## config.mk

```make
export PLATFORM = sky130hd
export DESIGN_NAME = icg_en_ctrl_flat
export DESIGN_NICKNAME = d
export VERILOG_FILES = /design/src/rtl/clk_gate_pkg.sv /design/src/rtl/icg_en_ctrl_if.sv /design/src/rtl/sat_cnt.sv /design/src/rtl/icg_en_ctrl.sv /design/src/flat_wrapper.sv
export SDC_FILE = /design/constraint.sdc
export NUM_CORES = 1
export LEC_CHECK = 0
export CORE_MARGIN = 5
export CORE_UTILIZATION = 52
export DETAILED_ROUTE_END_ITERATION = 16
export PLACE_DENSITY = 0.88
export SYNTH_ARGS = -nofsm -noshare
export SYNTH_HDL_FRONTEND = slang
export SYNTH_SLANG_ARGS = --single-unit
```

## constraint.sdc

```tcl
create_clock -name clk -period 3.3 [get_ports clk]
set_input_delay 0.66 -clock clk [delete_from_list [all_inputs] [get_ports clk]]
set_output_delay 0.66 -clock clk [all_outputs]
set_load 0.01 [all_outputs]
```

## src/rtl/clk_gate_pkg.sv

```systemverilog
// Shared types and default parameters for the ICG enable controller.
// State encoding matches the debug view exposed on state_o.
package clk_gate_pkg;

    typedef enum logic [2:0] {
        ON   = 3'd0,
        QREQ = 3'd1,
        OFF  = 3'd2,
        WAKE = 3'd3
    } icg_state_t;

    localparam int IDLE_W_DEF   = 8;
    localparam int WAKE_CYC_DEF = 2;
    localparam int CNT_W_DEF    = 16;

endpackage

```

## src/rtl/icg_en_ctrl_if.sv

```systemverilog
// Quiesce and wake handshake between the gate controller and its domain.
// master = controller side, slave = gated domain / wake requester.
interface icg_en_ctrl_if;

    logic qreq;
    logic qaccept;
    logic qdeny;
    logic wake_req;
    logic wake_ack;

    modport master (
        output qreq,
        output wake_ack,
        input  qaccept,
        input  qdeny,
        input  wake_req
    );

    modport slave (
        input  qreq,
        input  wake_ack,
        output qaccept,
        output qdeny,
        output wake_req
    );

endinterface

```

## src/rtl/sat_cnt.sv

```systemverilog
// Saturating up-counter with synchronous clear.
// Clear has priority over a same-cycle increment.
module sat_cnt #(
    parameter int W = 16
) (
    input  logic         clk,
    input  logic         rst,
    input  logic         inc,
    input  logic         clr,
    output logic [W-1:0] cnt
);

    // count up, stick at all-ones, clear wins
    always_ff @(posedge clk) begin
        if (rst) begin
            cnt <= '0;
        end else if (clr) begin
            cnt <= '0;
        end else if (inc && (cnt != '1)) begin
            cnt <= cnt + W'(1);
        end
    end

endmodule

```

## src/rtl/icg_en_ctrl.sv

```systemverilog
// EN/SE generator for one ICG: idle-timed quiesce, gate, and wake.
// Runs on the free-running clock upstream of the gate.
module icg_en_ctrl
    import clk_gate_pkg::*;
#(
    parameter int IDLE_W   = IDLE_W_DEF,
    parameter int WAKE_CYC = WAKE_CYC_DEF,
    parameter int CNT_W    = CNT_W_DEF
) (
    input  logic              clk,
    input  logic              rst,
    input  logic              auto_en,
    input  logic              sw_force_on,
    input  logic [IDLE_W-1:0] idle_thresh,
    input  logic              busy,
    input  logic              scan_mode,
    input  logic              cnt_clr,
    icg_en_ctrl_if.master     qif,
    output logic              icg_en,
    output logic              icg_se,
    output logic [2:0]        state_o,
    output logic [CNT_W-1:0]  gated_cnt
);

    localparam logic [2:0] ST_ON   = ON;
    localparam logic [2:0] ST_QREQ = QREQ;
    localparam logic [2:0] ST_OFF  = OFF;
    localparam logic [2:0] ST_WAKE = WAKE;

    localparam int WW = (WAKE_CYC > 1) ? $clog2(WAKE_CYC) : 1;
    localparam logic [WW-1:0] WAKE_LAST = WW'(WAKE_CYC - 1);

    logic [2:0]        state;
    logic [IDLE_W-1:0] idle_cnt;
    logic [WW-1:0]     wake_cnt;
    logic              acked;
    logic              exit_cond;
    logic              idle_hit;
    logic              wake_done;
    logic              ack_next;
    logic              in_off;

    assign exit_cond = sw_force_on | ~auto_en | (idle_thresh == '0)
                     | busy | qif.wake_req;

    // >= keeps the counter bounded if the threshold is lowered mid-count
    assign idle_hit  = idle_cnt >= (idle_thresh - IDLE_W'(1));
    assign wake_done = (state == ST_WAKE) && (wake_cnt == WAKE_LAST);
    assign ack_next  = wake_done
                     | ((state == ST_ON) & qif.wake_req & ~acked);
    assign in_off    = (state == ST_OFF);

    assign icg_se  = scan_mode;
    assign state_o = state;

    // gating FSM; icg_en and qreq are registered so EN only moves at rising edges
    always_ff @(posedge clk) begin
        if (rst) begin
            state    <= ST_ON;
            icg_en   <= 1'b1;
            qif.qreq <= 1'b0;
            idle_cnt <= '0;
            wake_cnt <= '0;
        end else begin
            case (state)
                ST_ON: begin
                    if (exit_cond) begin
                        idle_cnt <= '0;
                    end else if (idle_hit) begin
                        state    <= ST_QREQ;
                        qif.qreq <= 1'b1;
                        idle_cnt <= '0;
                    end else begin
                        idle_cnt <= idle_cnt + IDLE_W'(1);
                    end
                end
                ST_QREQ: begin
                    if (qif.qdeny | exit_cond) begin
                        state    <= ST_ON;
                        qif.qreq <= 1'b0;
                        idle_cnt <= '0;
                    end else if (qif.qaccept) begin
                        state  <= ST_OFF;
                        icg_en <= 1'b0;
                    end
                end
                ST_OFF: begin
                    if (exit_cond) begin
                        state    <= ST_WAKE;
                        icg_en   <= 1'b1;
                        wake_cnt <= '0;
                    end
                end
                ST_WAKE: begin
                    if (wake_done) begin
                        state    <= ST_ON;
                        qif.qreq <= 1'b0;
                        idle_cnt <= '0;
                    end else begin
                        wake_cnt <= wake_cnt + WW'(1);
                    end
                end
                default: begin
                    state    <= ST_ON;
                    icg_en   <= 1'b1;
                    qif.qreq <= 1'b0;
                    idle_cnt <= '0;
                    wake_cnt <= '0;
                end
            endcase
        end
    end

    // one ack per held wake_req; acked drops once the requester lets go
    always_ff @(posedge clk) begin
        if (rst) begin
            qif.wake_ack <= 1'b0;
            acked        <= 1'b0;
        end else begin
            qif.wake_ack <= ack_next;
            acked        <= qif.wake_req & (acked | ack_next);
        end
    end

    sat_cnt #(
        .W (CNT_W)
    ) u_gated_cnt (
        .clk (clk),
        .rst (rst),
        .inc (in_off),
        .clr (cnt_clr),
        .cnt (gated_cnt)
    );

endmodule
```

## src/flat_wrapper.sv

```systemverilog
// flat-port wrapper written by rule: the top's interface ports become plain ports
module icg_en_ctrl_flat import clk_gate_pkg::*;
#(
    parameter int IDLE_W   = IDLE_W_DEF,
    parameter int WAKE_CYC = WAKE_CYC_DEF,
    parameter int CNT_W    = CNT_W_DEF
)
  (clk, rst, auto_en, sw_force_on, idle_thresh, busy, scan_mode, cnt_clr, icg_en, icg_se, state_o, gated_cnt, qif_qreq, qif_wake_ack, qif_qaccept, qif_qdeny, qif_wake_req);
  icg_en_ctrl_if qif_i ();
  input  logic clk;
  input  logic rst;
  input  logic auto_en;
  input  logic sw_force_on;
  input  logic [IDLE_W-1:0] idle_thresh;
  input  logic busy;
  input  logic scan_mode;
  input  logic cnt_clr;
  output logic icg_en;
  output logic icg_se;
  output logic [2:0] state_o;
  output logic [CNT_W-1:0] gated_cnt;
  output wire logic [$bits(qif_i.qreq)-1:0] qif_qreq;
  output wire logic [$bits(qif_i.wake_ack)-1:0] qif_wake_ack;
  input wire logic [$bits(qif_i.qaccept)-1:0] qif_qaccept;
  input wire logic [$bits(qif_i.qdeny)-1:0] qif_qdeny;
  input wire logic [$bits(qif_i.wake_req)-1:0] qif_wake_req;
  assign qif_qreq = qif_i.qreq;
  assign qif_wake_ack = qif_i.wake_ack;
  assign qif_i.qaccept = qif_qaccept;
  assign qif_i.qdeny = qif_qdeny;
  assign qif_i.wake_req = qif_wake_req;
  icg_en_ctrl #(.IDLE_W(IDLE_W), .WAKE_CYC(WAKE_CYC), .CNT_W(CNT_W)) u_core (.clk(clk), .rst(rst), .auto_en(auto_en), .sw_force_on(sw_force_on), .idle_thresh(idle_thresh), .busy(busy), .scan_mode(scan_mode), .cnt_clr(cnt_clr), .qif(qif_i), .icg_en(icg_en), .icg_se(icg_se), .state_o(state_o), .gated_cnt(gated_cnt));
endmodule
```

# Word level (Yosys, flattened, before mapping)
# Cells that the tools add are included.
# Widths: inputs -> output; s select.
# totals
register_bits	32
inputBits	18
# classes
addsub	4
order_cmp	1
eq_ne	13
mux	24
n_bitwise	15
n_reduce_logical	12
# op_table
op	count
$mux 8	4
$pmux 8 s4	1
$mux 3	6
$add 16x1->16 const B	1
$ne 16x16->1 const B	1
$pmux 3 s4	1
$reduce_and 5->1	2
$mux 1	9
$add 8x1->8 const B	1
$ge 8x8->1	1
$logic_not 8->1	1
$ne 2x1->1 const B	4
$ne 2x2->1 const B	4
$sub 8x1->8 const B	1
$or 1x1->1	7
$eq 3x2->1 const B	2
$pmux 1 s3	2
$reduce_and 3->1	2
$reduce_or 2->1	3
$not 1->1	5
$pmux 1 s4	1
$reduce_and 4->1	1
$and 1x1->1	3
$eq 3x1->1 const B	1
other kinds (4)	5

# Longest topological paths before layout
# Gate-level depths: netlist (run 1).
# depth
ltp_word	8
ltp_mapped	11
depth_no_buf	11

# Cells and area by module
# A second synthesis (run 1) with hierarchy kept.
# hier_totals
cells_unflattened	247
hier_area_um2	2192.1
# by_module_without_submodules
module	instances	cells_each	area_each_um2	seq_area_each_um2
icg_en_ctrl	1	145	1275.0	300.3
sat_cnt	1	102	917.1	320.3

# Least setup slack after synthesis (run 1)
# No wires, ideal clock.
# synth_path
path_kind	input-to-reg
start	in idle_thresh[2]
end	reg u_core.idle_cnt[4]
setup_time_ns	0.075
arrival_ns	2.894
slack_ns	0.332
stages	9
n_path_buf	0
path_cell_list	or4_4 nor4_1 xnor2_1 ha_1 a21oi_1 o21ai_0 a311oi_4 a31oi_1 o22ai_1
# synth_via
elab_chain_cells	7
# synth_lines
element	line	text
start: declaration	flat_wrapper.sv:14	input logic [IDLE_W-1:0] idle_thresh;
branches (longest 7 deep; another with $sub 8x1->8)	n/a	
end signal: assignment	icg_en_ctrl.sv:74	idle_cnt <= idle_cnt + IDLE_W'(1);
end: declaration	icg_en_ctrl.sv:34	logic [IDLE_W-1:0] idle_cnt;
# Several ways; the timed one is not identified.
# A chain may end at the register's enable or synchronous reset.

# Worst setup path in the final report (run 1)
# layout_path
start	in idle_thresh[2]
end	reg u_core.idle_cnt[2]
# Same word-level chain as after synthesis.

==> flow_summary.toml, run 1 <==
[routing]
drtIter0Drc = 154
vias = 1997
ant_nets = 0
wl_met1_mm = 2.24
via_per_inst = 6.00
wl_met2_mm = 2.61
wl_met3_um = 261
routed_wl_mm = 5.19
route.detailed.drc = 0
drt-pass1-iter-count = 4
wire_per_inst_um = 15.6
routed.top_layer = "met4"

[sta]
fin_skew_ns = 0.00823
relSlewSlack_pct = 65.5
finalHoldViolCount = 0
worst_slew_pin_slew_ns = 0.517
slew_viol_final = 0
rsz0062_at_grt = "no"
finalSetupViolCount = 0
fin_crit_ns = 3.14
max_freq_mhz = 318
worst_slack_ns = 0.160
fin_tns_setup_ns = 0
finalCritPeriodShare_pct = 95.2

[critical_path]
cp-start-kind = "input pin"
crit_end = "u_core.idle_cnt[2]"
cp_data_required_time_ns = 3.50
worst_r2r_startpoint = "u_core.state_o[0]"
crit_type = "in2reg"
r2r-end = "u_core.u_gated_cnt.cnt[13]"
rrSetupSlack_ns = 0.97
r2r_cells = 6
crit_path_start = "idle_thresh[2]"
critPathMaxFanout = 9
worstPathArrival_ns = 3.34
end_kind = "flop"

[logic_synthesis]
synth-main-ff-cell = "dfxtp_1"
synth_edf_count = 0
yosysTopAreaCellShare_pct = 30.1
synth_cell_types = 55
synth-seq-cells = 31
async_flop_share_pct = 0
synthCells = 241
seq_area_frac_synth_pct = 30.1
syn-num-nets = 275
avgSynthCellArea_um2 = 8.55
synthTopCellsByArea = "dfxtp_1 (30%), ha_1 (9.7%), a21oi_1 (3.4%)"
yosysTopAreaCell = "dfxtp_1"
netlist_area_mm2 = 0.00206
yosys_warnings = 0

[layout]
synthToLayoutAreaGrowth_pct = 28.4
nets = 318
seq_area_um2 = 621
final_area_mm2 = 0.00265
layout_common_cells = "clkdlybuf4s50_1 (37), dfxtp_1 (31), nor2_1 (17), inv_1 (17)"
drive_above_1_share_pct = 11.6
multiInputGateArea_mm2 = 0.00134
final_util_pct = 70.7
num-fill-cells = 294
layout_commonest_cell = "clkdlybuf4s50_1"
diodes = 0

[place]
port-buffer-count = 37
dpl.hpwl_mm = 3.76
gp_congestion = 0.795
dpl_cell_area_mm2 = 0.00252
pre_cts_ws_ns = -0.190

[grt]
grt-ovfl-total = 0
grt_pass1_wl_mm = 8.62
grtUsageTotal_pct = 20.2
grt_pass1_vias = 1897
antenna_found_initial = 0
grt_max_degree = 16

[cts]
clk_path_buf_depth = 2
h-tree-depth = 2
cts_root_buffer = "clkbuf_8"
cts_setup_buffers = 0
cts_tree = "built"
cts.sinks = 31
cts_made_buffers = 5
ctsHoldBuffers = 0
path_clk_slew_ns = 0.07
worstSkewPairLatency_ns = 0.29

[job]
max-cap-violations = 0

[die]
start_util_pct = 55.0
die-area_mm2 = 0.00532
dieHeight_um = 73.0
num_rows = 22
die_w_um = 73.0
core_mm2 = 0.00374
top_level_ports = 41

[status]
status = "complete, no violations"

[power]
powerDensity_mw_per_mm2 = 327
peakVddDrop_mv = 0.347
p_leak_nw = 0.895

[min_path]
min_path_cells = 2
holdCritPathClass = "reg2reg"
[routing by layer]
| layer | global-route usage, % | vias to the layer above |
|---|---|---|
| met2 | 34.2 | 64 |
| met5 | 0 | - |
| li1 | - | 970 |
| met1 | 25.2 | 955 |
| met4 | 7.17 | 0 |
| met3 | 4.13 | 8 |
[what timing repair did]
item,4_1_cts,5_1_grt
endpoints found under the setup margin,0,11
gates resized for setup,0,2
hold endpoints to repair,0,0
[critical path: stages]
cell	delay, ns
clkdlybuf4s50_1	0.42
or4_4	0.55
nor4_2	0.18
xnor2_1	0.15
ha_1	0.27
a21oi_1	0.19
o21ai_1	0.14
a311oi_4	0.33
buf_12	0.17
a31oi_1	0.09
o22ai_1	0.19
[cells in the mapped netlist (2+ instances only)]
library cell	instances
a21oi_1	14
a31oi_1	7
and2_1	2
and3_1	2
and4_1	2
buf_4	2
clkbuf_1	6
dfxtp_1	31
ha_1	16
inv_1	17
mux2i_1	2
nand2_1	16
nand2b_1	4
nand3_1	12
nand4_1	7
nor2_1	17
nor2b_1	4
nor3_1	6
nor4_1	2
o2111ai_1	6
o211ai_1	2
o21ai_0	7
o22ai_1	6
o31ai_1	2
or2_2	2
or3_1	5
or4_1	2
xnor2_1	6
xor2_1	8
[how the worst min path moves through the flow]
stage | startpoint | endpoint | slack [ns]
final | u_core.acked | u_core.acked | 0.49
after global routing | u_core.icg_en | u_core.icg_en | 0.53
after CTS | u_core.acked | u_core.acked | 0.50
after detailed placement | u_core.icg_en | u_core.icg_en | 0.48
after global placement | u_core.acked | u_core.acked | 0.47
after floorplan | u_core.acked | u_core.acked | 0.46
[state kept, by name, summed over array words and instances, names as in the netlist]
register / flops
u_core.idle_cnt: 8
u_core.u_gated_cnt.cnt: 16
u_core.qif.wake_ack: 1
u_core.icg_en: 1
u_core.state_o: 2
u_core.acked: 1
u_core.qif.qreq: 1
u_core.wake_cnt: 1
[final cells by class]
cell class	instances	share of cell area (%)
Timing Repair Buffer	45	16.7
Tap cell	48	2.27
Clock buffer	6	3.12
Sequential cell	31	23.5
Multi-Input combinational cell	184	50.7
Clock inverter	2	1.32
Inverter	17	2.41
[stage by stage]
stage	hold WS, ns	power [mW]	std cells
6_report	0.493	0.864	333
2_1_floorplan	0.463	0.433	241
3_3_place_gp	0.472	0.472	325
5_1_grt	0.533	0.884	333
3_5_place_dp	0.484	0.475	325
4_1_cts	0.497	0.863	333
[power breakdown]
group	total (mW)	switching, mW	internal, mW
Clock	0.395	0.151	0.244
Combinational	0.0901	0.0448	0.0452
Sequential	0.378	0.00202	0.376
[cells by family (layout without fill, tap and decap cells)]
logic type	count (synthesis)	count (layout)	synth area share (%)
adder cells (fa/ha/maj)	16	16	9.71
other	1	1	0.182
AO/OA/AOI/OAI	59	59	22.5
buffers and inverters	26	70	5.16
flip-flops	31	31	30.1
AND/OR/NAND/NOR	92	92	25.4
multiplexers	2	2	0.972
XOR/XNOR	14	14	5.95
(Power assumes the default switching activity.)
==> inputs of run 2 (changes only) <==
--- a/config.mk
+++ b/config.mk
@@ -5,6 +5,7 @@
 export SDC_FILE = /design/constraint.sdc
 export NUM_CORES = 1
 export LEC_CHECK = 0
+export CORE_ASPECT_RATIO = 1.25
 export CORE_MARGIN = 5
 export CORE_UTILIZATION = 52
 export DETAILED_ROUTE_END_ITERATION = 16
==> flow_summary.toml, run 2 (same netlist as run 1, synthesis figures left out) <==
[cts]
cts_tree = "built"
path_clk_slew_ns = 0.07
worstSkewPairLatency_ns = 0.28
clk_path_buf_depth = 2
cts.sinks = 31
ctsHoldBuffers = 0
h-tree-depth = 2
cts_setup_buffers = 0
cts_made_buffers = 5
cts_root_buffer = "clkbuf_8"

[place]
pre_cts_ws_ns = -0.193
port-buffer-count = 37
dpl.hpwl_mm = 3.77
gp_congestion = 0.815

[die]
start_util_pct = 54.0
top_level_ports = 41
dieHeight_um = 80.4
die-area_mm2 = 0.00533
die_w_um = 66.3
num_rows = 25
core_mm2 = 0.00382

[routing]
route.detailed.drc = 0
vias = 1974
ant_nets = 0
drt-pass1-iter-count = 4
drtIter0Drc = 98
routed_wl_mm = 4.90
via_per_inst = 5.82
wire_per_inst_um = 14.5

[layout]
final_util_pct = 68.4
drive_above_1_share_pct = 11.2
nets = 318
diodes = 0
largest_register = "u_core.u_gated_cnt.cnt"
largest_reg_flops = 16
layout_commonest_cell = "clkdlybuf4s50_1"
synthToLayoutAreaGrowth_pct = 26.7
layout_common_cells = "clkdlybuf4s50_1 (37), dfxtp_1 (31), nor2_1 (17), inv_1 (17)"

[sta]
fin_skew_ns = 0.00764
max_freq_mhz = 319
finalCritPeriodShare_pct = 95.0
fin_tns_setup_ns = 0
finalHoldViolCount = 0
fin_crit_ns = 3.13
slew_viol_final = 0
finalHoldWorstSlack_ns = 0.500
worst_slack_ns = 0.167
finalSetupViolCount = 0

[grt]
grt-ovfl-total = 0
antenna_found_initial = 0
grtUsageTotal_pct = 20.2
grt_pass1_vias = 1950
grt_pass1_wl_mm = 8.49
grt_max_degree = 16

[critical_path]
cp-start-kind = "input pin"
end_kind = "flop"
worst_r2r_startpoint = "u_core.state_o[0]"
worstPathArrival_ns = 3.34
critPathMaxFanout = 9
cp_data_required_time_ns = 3.50
crit_path_start = "idle_thresh[2]"
crit_type = "in2reg"

[power]
p_leak_nw = 0.876
peakVddDrop_mv = 0.192
powerDensity_mw_per_mm2 = 289

[min_path]
min_from = "u_core.u_gated_cnt.cnt[11]"
holdCritPathClass = "reg2reg"

[status]
status = "complete, no violations"

[job]
max-cap-violations = 0
==> run 2: cell count changes in the layout (fill, tap and decap cells not counted) <==
cell	previous run	this run
buf_12	1	0
buf_6	0	1
bufinv_16	1	0
clkbuf_1	0	2
clkbuf_8	6	5
o21ai_1	1	0
o21ai_2	0	1
==> run 2: where the power goes <==
part           leakage [nW]  switching, mW  internal [mW]  total (mW)
combinational         0.583         0.0450         0.0445      0.0895
clock                0.0422          0.139          0.148       0.287
sequential            0.250        0.00189          0.376       0.378
total                 0.876          0.186          0.569       0.754
==> run 2: through the flow <==
step / instances / area, um^2 / total power, mW
after detailed placement: 331 / 2520 / 0.474
after CTS: 339 / 2600 / 0.761
after floorplan: 241 / 2060 / 0.433
after global placement: 331 / 2520 / 0.471
after global routing: 339 / 2610 / 0.790
final: 339 / 2610 / 0.754
==> run 2: layout make-up <==
class	count	area [um^2]
multi-input combinational	184	1340
fill	320	1200
sequential	31	621
timing repair buffer	45	434
clock buffer	7	76.3
tap	54	67.6
inverter	17	63.8
clock inverter	1	5.00
==> run 2: routing by layer <==
layer	track usage [%]	vias to the layer above	routed length (um)
li1	-	978	-
met1	22.3	919	2000
met2	35.0	59	2490
met3	5.87	18	253
met4	9.76	0	165
met5	0	-	0
==> run 2: final timing paths <==
check                                                   to  slack (ns)  depth (start not counted)
worst min-delay path            u_core.u_gated_cnt.cnt[11]        0.50                          2
worst min register to register  u_core.u_gated_cnt.cnt[11]        0.50                          2
worst max-delay path                    u_core.idle_cnt[0]        0.17                         11
worst max register to register  u_core.u_gated_cnt.cnt[15]        1.03                          6
==> run 2: worst max-delay path, stage by stage <==
cell and delay, ns:
clkdlybuf4s50_1 0.42, or4_4 0.54, nor4_2 0.18, xnor2_1 0.15, ha_1 0.26, a21oi_1 0.24, o21ai_2 0.13, a311oi_4 0.28
buf_6 0.18, nand3_1 0.11, a21oi_1 0.18
==> run 2: timing repair <==
action	CTS	global route
endpoints found under the hold margin	0	0
gates resized for setup	0	4
setup endpoints to repair	0	11
==> inputs of run 3 (changes only) <==
--- a/config.mk
+++ b/config.mk
@@ -7,9 +7,10 @@
 export LEC_CHECK = 0
 export CORE_ASPECT_RATIO = 1.25
 export CORE_MARGIN = 5
-export CORE_UTILIZATION = 52
+export CORE_UTILIZATION = 35
 export DETAILED_ROUTE_END_ITERATION = 16
-export PLACE_DENSITY = 0.88
+export GPL_ROUTABILITY_DRIVEN = 0
+export PLACE_DENSITY = 0.66
 export SYNTH_ARGS = -nofsm -noshare
 export SYNTH_HDL_FRONTEND = slang
 export SYNTH_SLANG_ARGS = --single-unit
==> flow_summary.toml, run 3 (same netlist as run 1, synthesis figures left out) <==
[status]
status = "complete, no violations"

[grt]
grt_max_degree = 16
antenna_found_initial = 0
grt_pass1_wl_mm = 8.31
grtUsageTotal_pct = 13.8
grt_pass1_vias = 1909
grt-ovfl-total = 0

[sta]
worst_slack_ns = 0.199
fin_crit_ns = 3.10
finalSetupViolCount = 0
slew_viol_final = 0
fin_tns_setup_ns = 0
finalHoldWorstSlack_ns = 0.495
fin_skew_ns = 0.00415
finalCritPeriodShare_pct = 94.0
rsz0062_at_grt = "no"
max_freq_mhz = 322
finalHoldViolCount = 0

[layout]
seq_area_um2 = 621
final_util_pct = 46.3
multiInputGateArea_mm2 = 0.00134
num-fill-cells = 554
layout_commonest_cell = "clkdlybuf4s50_1"
diodes = 0
nets = 319
largest_reg_flops = 16
largest_register = "u_core.u_gated_cnt.cnt"
drive_above_1_share_pct = 11.9
instances_no_fill = 352
synthToLayoutAreaGrowth_pct = 29.8
final_area_mm2 = 0.00268
layout_common_cells = "clkdlybuf4s50_1 (37), dfxtp_1 (31), nor2_1 (17), inv_1 (17)"

[cts]
cts.sinks = 31
cts_made_buffers = 5
clk_path_buf_depth = 2
cts_setup_buffers = 0
h-tree-depth = 2
cts_tree = "built"
cts_root_buffer = "clkbuf_8"
worstSkewPairLatency_ns = 0.28
path_clk_slew_ns = 0.07

[place]
port-buffer-count = 37
dpl.hpwl_mm = 3.82
place_inst = 344
pre_cts_ws_ns = -0.195
dpl_cell_area_mm2 = 0.00255

[routing]
wire_per_inst_um = 13.9
via_per_inst = 5.54
drt-pass1-iter-count = 4
route.detailed.drc = 0
routed_wl_mm = 4.91
drtIter0Drc = 88
ant_nets = 0
vias = 1951

[power]
peakVddDrop_mv = 0.162
total_power_mw = 0.857
powerDensity_mw_per_mm2 = 320
p_leak_nw = 0.901

[critical_path]
cp_data_required_time_ns = 3.51
worstPathArrival_ns = 3.31
crit_slowest_cell = "or4_4"
end_kind = "flop"
cpPeakStageDelay_ns = 0.54
critPathMaxFanout = 9
cp-start-kind = "input pin"
rrSetupSlack_ns = 1.07
crit_type = "in2reg"
crit_chain = "clkdlybuf4s50_1, or4_4, nor4_2, xnor2_1, ha_1, a21oi_1, o21ai_0, a311oi_4, buf_12, a31oi_1, o22ai_1"

[die]
dieHeight_um = 95.8
start_util_pct = 35.7
top_level_ports = 41
die-area_mm2 = 0.00753
num_rows = 31
core_mm2 = 0.00578
die_w_um = 78.6

[job]
max-cap-violations = 0

[min_path]
holdCritPathClass = "reg2reg"
## run 3: changes by cell type in the layout (fill, tap and decap cells not counted)
cell	before	now
buf_12	0	1
clkbuf_8	5	6
buf_4	7	8
o21ai_2	1	0
bufinv_16	0	1
buf_6	1	0
o21ai_0	6	7
clkbuf_1	2	0
## run 3: where the power goes
part | internal, mW | switching (mW) | leakage [nW]
clock | 0.244 | 0.145 | 0.0612
combinational | 0.0450 | 0.0440 | 0.589
sequential | 0.376 | 0.00184 | 0.250
## run 3: path summary, 6_finish.rpt
check | from | end | depth (start not counted)
worst max-delay path | idle_thresh[2] | u_core.idle_cnt[7] | 11
worst min-delay path | u_core.icg_en | u_core.icg_en | 1
worst max register to register | u_core.idle_cnt[0] | u_core.idle_cnt[7] | 8
worst min register to register | u_core.icg_en | u_core.icg_en | 1
## run 3: repair_timing
item,CTS,global route
endpoints found under the setup margin,0,10
gates resized for setup,0,1
hold buffers,0,0
hold endpoints to repair,0,0
## run 3: layout make-up
class | instances | area share [%]
inverters | 17 | 2.39
clock buffers | 6 | 3.09
repair buffers | 46 | 16.8
multi-input cells | 184 | 50.1
clock inverters | 2 | 1.31
well taps | 66 | 3.09
flip-flops and latches | 31 | 23.2
## run 3: metal layers
metal | GRT usage [%] | up-vias | part of all wire, %
li1 | - | 975 | -
met1 | 15.0 | 917 | 44
met2 | 24.8 | 51 | 49
met3 | 4.03 | 8 | 4.9
met4 | 6.12 | 0 | 2.2
met5 | 0 | - | 0
## run 3: critical path, delay by kind of cell
kind	cells	cell delay [ns]
compound gates	5	0.91
buf+inv	2	0.59
xor+xnor	1	0.17
simple gates	2	0.72
fa+ha+maj	1	0.27
